[config.mk]
export PLATFORM = sky130hd
export DESIGN_NAME = decode_issue_unit
export DESIGN_NICKNAME = d
export VERILOG_FILES = /design/src/rtl/decode_issue_unit.sv
export SDC_FILE = /design/constraint.sdc
export NUM_CORES = 1
export LEC_CHECK = 0
export ABC_AREA = 0
export CORE_MARGIN = 5
export CORE_UTILIZATION = 61
export CTS_CLUSTER_SIZE = 16
export DETAILED_ROUTE_END_ITERATION = 12
export PLACE_DENSITY = 0.95
export SYNTH_ARGS = -nofsm -noshare
export SYNTH_HDL_FRONTEND = slang
export SYNTH_SLANG_ARGS = --single-unit
[constraint.sdc]
create_clock -name clk -period 7.9 [get_ports clk]
set_input_delay 1.58 -clock clk [delete_from_list [all_inputs] [get_ports clk]]
set_output_delay 1.58 -clock clk [all_outputs]
set_load 0.005 [all_outputs]
[src/rtl/decode_issue_unit.sv]
// WISC decode/issue stage: registered ID output with valid/ready handshake,
// a per-register pending-write scoreboard for RAW/WAW interlocks, flush rollback and sticky halt.
module decode_issue_unit #(
  parameter int REG_W   = 4,
  parameter int CNT_W   = 2,
  parameter int R0_ZERO = 1,
  parameter int STALL_W = 16
) (
  input  logic               clk,
  input  logic               rst,
  input  logic               if_valid,
  output logic               if_ready,
  input  logic [15:0]        if_inst,
  input  logic [15:0]        if_pc,
  output logic               id_valid,
  input  logic               id_ready,
  output logic [15:0]        id_inst,
  output logic [15:0]        id_pc,
  output logic [REG_W-1:0]   id_rd,
  output logic [REG_W-1:0]   id_src1,
  output logic [REG_W-1:0]   id_src2,
  output logic               id_wen,
  input  logic               flush,
  input  logic               wb_valid,
  input  logic [REG_W-1:0]   wb_rd,
  output logic               hazard,
  output logic               halted,
  output logic               sb_underflow,
  output logic [STALL_W-1:0] stall_cnt
);

  localparam int NUM_REGS = 2**REG_W;
  localparam logic [CNT_W-1:0] CNT_MAX = '1;
  localparam logic [CNT_W-1:0] CNT_ONE = CNT_W'(1);
  localparam logic [CNT_W+1:0] STEP    = (CNT_W+2)'(1);

  logic [CNT_W-1:0] pend     [NUM_REGS];
  logic [CNT_W-1:0] pend_nxt [NUM_REGS];

  logic [3:0]       opcode;
  logic [REG_W-1:0] f_rd, f_rs, f_rt;
  logic [REG_W-1:0] dec_src1, dec_src2;
  logic             reads1, reads2, dec_wen;
  logic [CNT_W-1:0] p1, p2, pd;
  logic             raw1, raw2, waw;
  logic             accept;
  logic             underflow_any;
  logic [CNT_W+1:0] sum;
  logic             hit_inc, hit_wb, hit_rb;

  function automatic logic is_tracked(input logic [REG_W-1:0] r);
    return !((R0_ZERO != 0) && (r == '0));
  endfunction

  assign opcode = if_inst[15:12];
  assign f_rd   = REG_W'(if_inst[11:8]);
  assign f_rs   = REG_W'(if_inst[7:4]);
  assign f_rt   = REG_W'(if_inst[3:0]);

  // Source selection and write-enable by opcode class; all-zero word is a true NOP.
  always_comb begin
    dec_src1 = '0;
    dec_src2 = '0;
    reads1   = 1'b0;
    reads2   = 1'b0;
    dec_wen  = 1'b0;
    case (opcode)
      4'h0, 4'h1, 4'h2, 4'h3, 4'h7: begin
        dec_src1 = f_rs; dec_src2 = f_rt; reads1 = 1'b1; reads2 = 1'b1;
      end
      4'h4, 4'h5, 4'h6, 4'h8, 4'hD: begin
        dec_src1 = f_rs; reads1 = 1'b1;
      end
      4'h9: begin
        dec_src1 = f_rs; dec_src2 = f_rd; reads1 = 1'b1; reads2 = 1'b1;
      end
      4'hA, 4'hB: begin
        dec_src1 = f_rd; reads1 = 1'b1;
      end
      default: ;
    endcase
    case (opcode)
      4'h0, 4'h1, 4'h2, 4'h3, 4'h4, 4'h5, 4'h6, 4'h7, 4'h8,
      4'hA, 4'hB, 4'hE: dec_wen = 1'b1;
      default:          dec_wen = 1'b0;
    endcase
    if (if_inst == 16'h0000) begin
      dec_src1 = '0;
      dec_src2 = '0;
      reads1   = 1'b0;
      reads2   = 1'b0;
      dec_wen  = 1'b0;
    end
  end

  // A single outstanding write being retired this cycle is forwarded by the regfile.
  always_comb begin
    p1   = pend[dec_src1];
    p2   = pend[dec_src2];
    pd   = pend[f_rd];
    raw1 = reads1 && is_tracked(dec_src1) && (p1 != '0) &&
           !((p1 == CNT_ONE) && wb_valid && (wb_rd == dec_src1));
    raw2 = reads2 && is_tracked(dec_src2) && (p2 != '0) &&
           !((p2 == CNT_ONE) && wb_valid && (wb_rd == dec_src2));
    waw  = dec_wen && is_tracked(f_rd) && (pd == CNT_MAX);
    hazard = if_valid && (raw1 || raw2 || waw);
  end

  assign if_ready = !rst && !flush && !halted && !hazard && (!id_valid || id_ready);
  assign accept   = if_valid && if_ready;

  // Net per-register change; a negative result clamps to zero and flags underflow.
  always_comb begin
    underflow_any = 1'b0;
    sum     = '0;
    hit_inc = 1'b0;
    hit_wb  = 1'b0;
    hit_rb  = 1'b0;
    for (int r = 0; r < NUM_REGS; r++) begin
      hit_inc = accept && dec_wen && (f_rd == REG_W'(r)) && is_tracked(REG_W'(r));
      hit_wb  = wb_valid && (wb_rd == REG_W'(r)) && is_tracked(REG_W'(r));
      hit_rb  = flush && id_valid && id_wen && (id_rd == REG_W'(r)) && is_tracked(REG_W'(r));
      sum = {2'b00, pend[r]};
      if (hit_inc) sum = sum + STEP;
      if (hit_wb)  sum = sum - STEP;
      if (hit_rb)  sum = sum - STEP;
      if (sum[CNT_W+1]) begin
        pend_nxt[r]   = '0;
        underflow_any = 1'b1;
      end else begin
        pend_nxt[r] = sum[CNT_W-1:0];
      end
    end
  end

  always_ff @(posedge clk) begin
    if (rst) begin
      for (int r = 0; r < NUM_REGS; r++) pend[r] <= '0;
    end else begin
      pend <= pend_nxt;
    end
  end

  always_ff @(posedge clk) begin
    if (rst) begin
      id_valid <= 1'b0;
      id_inst  <= '0;
      id_pc    <= '0;
      id_rd    <= '0;
      id_src1  <= '0;
      id_src2  <= '0;
      id_wen   <= 1'b0;
    end else if (accept) begin
      id_valid <= 1'b1;
      id_inst  <= if_inst;
      id_pc    <= if_pc;
      id_rd    <= f_rd;
      id_src1  <= dec_src1;
      id_src2  <= dec_src2;
      id_wen   <= dec_wen;
    end else if (flush || id_ready) begin
      id_valid <= 1'b0;
    end
  end

  always_ff @(posedge clk) begin
    if (rst) begin
      halted       <= 1'b0;
      sb_underflow <= 1'b0;
      stall_cnt    <= '0;
    end else begin
      if (accept && (opcode == 4'hF)) halted <= 1'b1;
      if (underflow_any) sb_underflow <= 1'b1;
      if (hazard && (stall_cnt != '1)) stall_cnt <= stall_cnt + STALL_W'(1);
    end
  end

endmodule
## Word level (Yosys, flattened, before mapping)

Memories as Yosys holds them, arrays and structs flattened.
Index checks and enable logic that the tools add are counted.
W data, S select, Z words.

| storage, ports and cells | value |
|---|---|
| bits of input ports | 42 |
| bits in read-only memories | 16 |
| output and inout bits | 66 |
| memories | 1 |
| flip-flop bits (word level) | 94 |

Memory list:

| memory | words | width | read ports | clocked after memory_dff | write ports | line | text |
|---|---|---|---|---|---|---|---|
| (name not given) | 16 | 1 | 1 | 0 | 0 | 82 | `case (opcode)` |

| cells by class | value |
|---|---|
| reduce and logical (&&, ||, !) cells | 110 |
| add/subtract/negate cells | 46 |
| $lt $le $gt $ge | 3 |
| multiplexer cells | 80 |
| equal/unequal tests | 64 |
| bitwise logic cells | 3 |

Operators with widths:

| operator | number |
|---|---|
| $mux W4 | 32 |
| $eq A4 B4 Y1 const B | 30 |
| $sub A4 B1 Y4 const B | 30 |
| $logic_and A1 B1 Y1 | 68 |
| $eq A4 B3 Y1 const B | 16 |
| $add A2 B1 Y3 const B | 15 |
| $mux W3 | 15 |
| $eq A4 B2 Y1 const B | 8 |
| $reduce_or A2 Y1 | 16 |
| $bmux W2 S4 | 3 |
| $mux W1 | 22 |
| $add A16 B1 Y16 const B | 1 |
| $eq A4 B1 Y1 const B | 4 |
| $logic_not A16 Y1 | 1 |
| $logic_not A4 Y1 | 4 |
| $ne A16 B16 Y1 const B | 1 |
| $pmux W4 S2 | 2 |
| $ge A5 B5 Y1 const B | 3 |
| $not A4 Y5 | 3 |
| $reduce_or A13 Y1 | 1 |
| $mux W2 | 6 |
| $reduce_or A11 Y1 | 1 |
| $logic_not A1 Y1 | 10 |
| $eq A4 B4 Y1 | 2 |
| 6 further kinds | 12 |

## Longest topological paths before layout

| logic depth | value |
|---|---|
| depth in word-level cells | 42 |
| depth in mapped cells | 22 |
| gate-level depth less buffers | 18 |

## Least setup slack after synthesis

Ideal clock, no wire load.

| timing path | value |
|---|---|
| path type | input port to output port |
| start | input if_inst[15] |
| end | output if_ready |
| path buffers | 4 |
| arrival time | 4.124 ns |
| required time | 6.320 ns |
| path slack | 2.196 ns |
| stages | 13 |
| path through | buf_4 and4bb_1 buf_6 a22o_1 buf_4 and2_0 a2111oi_0 a311oi_1 and3_1 buf_4 or3_1 and2_0 nor2b_1 |

| between the ends | value |
|---|---|
| cells in the longest elaborated chain, start to end | 19 |
| elaborated cells on any way between the ends | 67 |

RTL lines:

| item | line | text |
|---|---|---|
| from (decl) | 13 | `input logic [15:0] if_inst,` |
| $eq A4 B4 Y1 (tied with other cells) | 67 | `case (opcode)` |
| $reduce_or A11 Y1 (no source line) (tied with other cells) | -- |  |
| $pmux W4 S2 | 67 |  |
| $mux W4 | 87 | `if (if_inst == 16'h0000) begin` |
| $not A4 Y5, on equally long branches | 98, 99 |  |
| $bmux W2 S4, on equally long branches | 98, 99 |  |
| $mux W2, on equally long branches (2 in a row) | 98, 99 |  |
| $eq A2 B1 Y1, on equally long branches | 102, 104 |  |
| $logic_and A1 B1 Y1, on equally long branches (2 in a row) | 102, 104 |  |
| $logic_not A1 Y1, on equally long branches | 102, 104 |  |
| $logic_and A1 B1 Y1, on equally long branches | 101, 103 |  |
| $logic_or A1 B1 Y1 | 106 | `hazard = if_valid && (raw1 \|\| raw2 \|\| waw);` |
| $logic_or A1 B1 Y1 * | 106 |  |
| $logic_and A1 B1 Y1 * | 106 |  |
| via hazard | 26 | `output logic hazard,` |
| $logic_not A1 Y1 * | 109 | `assign if_ready = !rst && !flush && !halted && !hazard && (!id_valid \|\| id_ready);` |
| $logic_and A1 B1 Y1 * (2 in a row) | 109 |  |
| to (decl) | 12 | `output logic if_ready,` |

The timed path passes the listed nets; every way through them passes the cells marked *. The select of a mux whose other input is x is not followed.

## Worst setup path in the final report

| timing path | value |
|---|---|
| start | input if_inst[13] |
| end | output hazard |

| between the ends | value |
|---|---|
| cells in the longest elaborated chain, start to end | 16 |
| elaborated cells on any way between the ends | 64 |

RTL lines:

| item | line |
|---|---|
| $eq A4 B4 Y1 (tied with other cells) | 67 |
| $reduce_or A11 Y1 (no source line) (tied with other cells) | -- |
| $pmux W4 S2 | 67 |
| $mux W4 | 87 |
| $not A4 Y5, on equally long branches | 98, 99 |
| $bmux W2 S4, on equally long branches | 98, 99 |
| $mux W2, on equally long branches (2 in a row) | 98, 99 |
| $eq A2 B1 Y1, on equally long branches | 102, 104 |
| $logic_and A1 B1 Y1, on equally long branches (2 in a row) | 102, 104 |
| $logic_not A1 Y1, on equally long branches | 102, 104 |
| $logic_and A1 B1 Y1, on equally long branches | 101, 103 |
| $logic_or A1 B1 Y1 | 106 |
| $logic_or A1 B1 Y1 * | 106 |
| $logic_and A1 B1 Y1 * | 106 |
| to (decl) | 26 |

Mark *: on every way between the ends. The rest lies on a longest branch, timed or not. The select of a mux whose other input is x is not followed.

==> impl_metrics.json <==
{
  "grt_setup_unrepaired": "false",
  "firstDrtPassIters": 7,
  "finalHoldViolations": 0,
  "crit_arrival_ps": 5850,
  "drtIter0Drc": 995,
  "seqCellArea_um2": 1802,
  "ant_nets": 0,
  "power.total_w": 0.001200,
  "synth_fa_ha_area_frac": 0.05115,
  "synth_common_cells": "nand2_1, nor2_1, dfxtp_1",
  "die-height_um": 122.9,
  "routed_via_density": 6.568,
  "h-tree-depth": 3,
  "drv_slew": 0,
  "seq_area_frac_synth": 0.2316,
  "hold_path.class": "reg -> reg",
  "grt_pass1_wl_um": 38140,
  "cp.required_ps": 6320,
  "worstSetupStartpointType": "input port",
  "clk_latency_ps": 370,
  "maxSlewHeadroom": 0.1970,
  "synth_edf_count": 0,
  "crit_path_end_kind": "output pin",
  "fin_ws_ps": 474.2,
  "cts_buffers": 9,
  "setup_viol": 0,
  "utilization": 0.7212,
  "cts.clk_slew.worst_paths_ps": 80,
  "syn_inst": 1024,
  "cts_buffer_depth": 2,
  "power_leakage_nw": 3.076,
  "synth_top_family_by_area": "simple AND/OR/NAND/NOR gates",
  "setup_tns_ps": 0,
  "max_freq_ghz": 0.1347,
  "netlist-cell-type-count": 80,
  "path_common_cell": "clkdlybuf4s50_1",
  "synthSimpleGateAreaFrac": 0.3071,
  "grt_max_degree": 84,
  "port_buffers": 107,
  "totalWireLength_um": 24290,
  "track_usage": 0.3161,
  "fp.coreArea_um2": 12570,
  "synthTopCellsByArea": "dfxtp_1, xnor2_1, mux2i_1",
  "dp_hpwl_um": 17900,
  "fin_skew_ps": 14.10,
  "synth_top_area_frac": 0.2316,
  "crit_chain": "clkdlybuf4s50_1 > and4bb_1 > a22o_1 > a2111oi_1 > o32ai_1 > o31ai_1 > o21ai_2 > or3_1 > and2_0 > clkdlybuf4s50_1",
  "power.density_nw_per_um2": 132.4,
  "synth_ff_type": "dfxtp_1",
  "worstMarginPinSlew_ps": 1202,
  "cts_tree": "done",
  "multiInputGateArea_um2": 5574,
  "clock-root-buffer": "clkbuf_16",
  "layout_min_cycle_time_ps": 7426,
  "syn_nets": 1097,
  "drive_gt1_frac": 0.05638,
  "finalCritPeriodShare": 0.9400,
  "combPwrFrac": 0.218,
  "power_frac_clock": 0.372,
  "nets": 1150,
  "die_w_um": 122.9,
  "seq_power_share": 0.409,
  "synth_most_common_cell": "nand2_1",
  "grt_pass1_vias": 7772,
  "n_fill_cell": 958,
  "die_area_um2": 15110,
  "ys_ff_latch": 90,
  "worst-path-buf-inv": 2,
  "antenna_cells": 0,
  "path_max_fanout": 12,
  "drc": 0,
  "irDropWorstVdd_uv": 85.44,
  "rows": 41,
  "synthArstFlopShare": 0,
  "avgSynthCellArea_um2": 7.596,
  "ys.warnings.count": 0,
  "cts_setup_buffers": 0,
  "crit_type": "in -> out",
  "synth_area_um2": 7779,
  "swShare": 0.3306,
  "routedWlPerCell_um": 19.37,
  "cp_slowest_cell": "o21ai_2",
  "area_growth_pct": 16.52,
  "p_sw_w": 0.0003967,
  "grt.overflow.total": 0,
  "status": "completed",
  "antenna_found_initial": 0,
  "via_count": 8236,
  "synth_compound_area_frac": 0.1753,
  "hold_buffers": 0,
  "crit_family": "compound AO/OA/AOI/OAI gates",
  "place_congestion": 0.9901,
  "p_int_w": 0.0008032,
  "place_ws_ps": 568.2,
  "synth_xor_area_frac": 0.1126,
  "clock-sinks": 90,
  "synth.area.mux_share": 0.07045,
  "post_cts_resized": 0,
  "start_util": 0.6189,
  "cap_violations": 0,
  "cpPeakStageDelay_ps": 690,
  "num_io_pins": 108,
  "yosys.area.top_type": "dfxtp_1"
}
power groups by stage:
stage | combinational [W] | clock, W | sequential (W)
after floorplan | 0.000180 | 0 | 0.000491
after global placement | 0.000247 | 0 | 0.000499
after detailed placement | 0.000253 | 0 | 0.000500
after CTS | 0.000255 | 0.000445 | 0.000490
after global routing | 0.000282 | 0.000469 | 0.000492
final | 0.000262 | 0.000447 | 0.000491
final cells by class:
cell class                 count  area share
multi-input combinational    848      0.6150
sequential                    90      0.1988
timing repair buffer         114      0.1234
clock buffer                   9     0.02485
tap                          172     0.02374
clock inverter                 7    0.008421
inverter                      14    0.005798
registers in the layout (all words and copies together), names as in the netlist:
signal and count:
id_src2 4, id_pc 16, id_wen 1, id_src1 4, stall_cnt 16, sb_underflow 1
pend 30, id_inst 16, id_valid 1, halted 1
metrics by stage:
step                      area, um2  hold WS, ps  cells
final                          9064        458.9   1254
after global routing           9064        479.0   1254
after CTS                      9064        458.0   1254
after detailed placement       8762        447.0   1238
after global placement         8762        441.0   1238
after floorplan                7779        452.7   1024
cells by family after synthesis:
family,after synthesis
XOR/XNOR,100
AND/OR/NAND/NOR,466
buffers and inverters,86
AO/OA/AOI/OAI,196
flip-flops,90
adder cells (fa/ha/maj),32
multiplexers,54
worst min-delay path: stages (launching register included):
cell and delay (ps):
dfxtp_1 310, nand2_1 50, a21oi_1 50
placed cells by master (no fill, tap or decap), types with 8 or more instances in the layout:
| cell type | synthesis | routed |
|---|---|---|
| nand2_1 | 125 | 125 |
| nor2_1 | 110 | 110 |
| clkdlybuf4s50_1 | 0 | 106 |
| dfxtp_1 | 90 | 90 |
| a21oi_1 | 65 | 65 |
| xnor2_1 | 61 | 61 |
| mux2i_1 | 48 | 48 |
| nand3_1 | 46 | 46 |
| xor2_1 | 39 | 39 |
| nor3_1 | 37 | 37 |
| ha_1 | 31 | 31 |
| nand4_1 | 19 | 19 |
| o21ai_0 | 18 | 18 |
| nand2b_1 | 17 | 17 |
| nor2b_1 | 16 | 16 |
| inv_1 | 14 | 14 |
| and3_1 | 14 | 14 |
| or3_1 | 12 | 12 |
| a31oi_1 | 11 | 11 |
| a211oi_1 | 11 | 11 |
| nor4_1 | 10 | 10 |
| clkbuf_16 | 0 | 9 |
| or2_2 | 8 | 8 |
final timing paths:
kind / endpoint / start / slack, ps / cells after the start
min: id_pc[9] / id_pc[9] / 460 / 2
max reg2reg: sb_underflow / pend[20] / 2880 / 18
max: hazard / if_inst[13] / 470 / 10
min reg2reg: id_pc[9] / id_pc[9] / 460 / 2
routing by layer:
metal | track usage | share of wire | vias up
met3 | 0.08371 | 0.10 | 110
met1 | 0.3928 | 0.38 | 3889
met2 | 0.5183 | 0.47 | 449
li1 | - | - | 3788
met4 | 0.1323 | 0.041 | 0
met5 | 0 | 0 | -
Power figures use the tool's default switching activity.
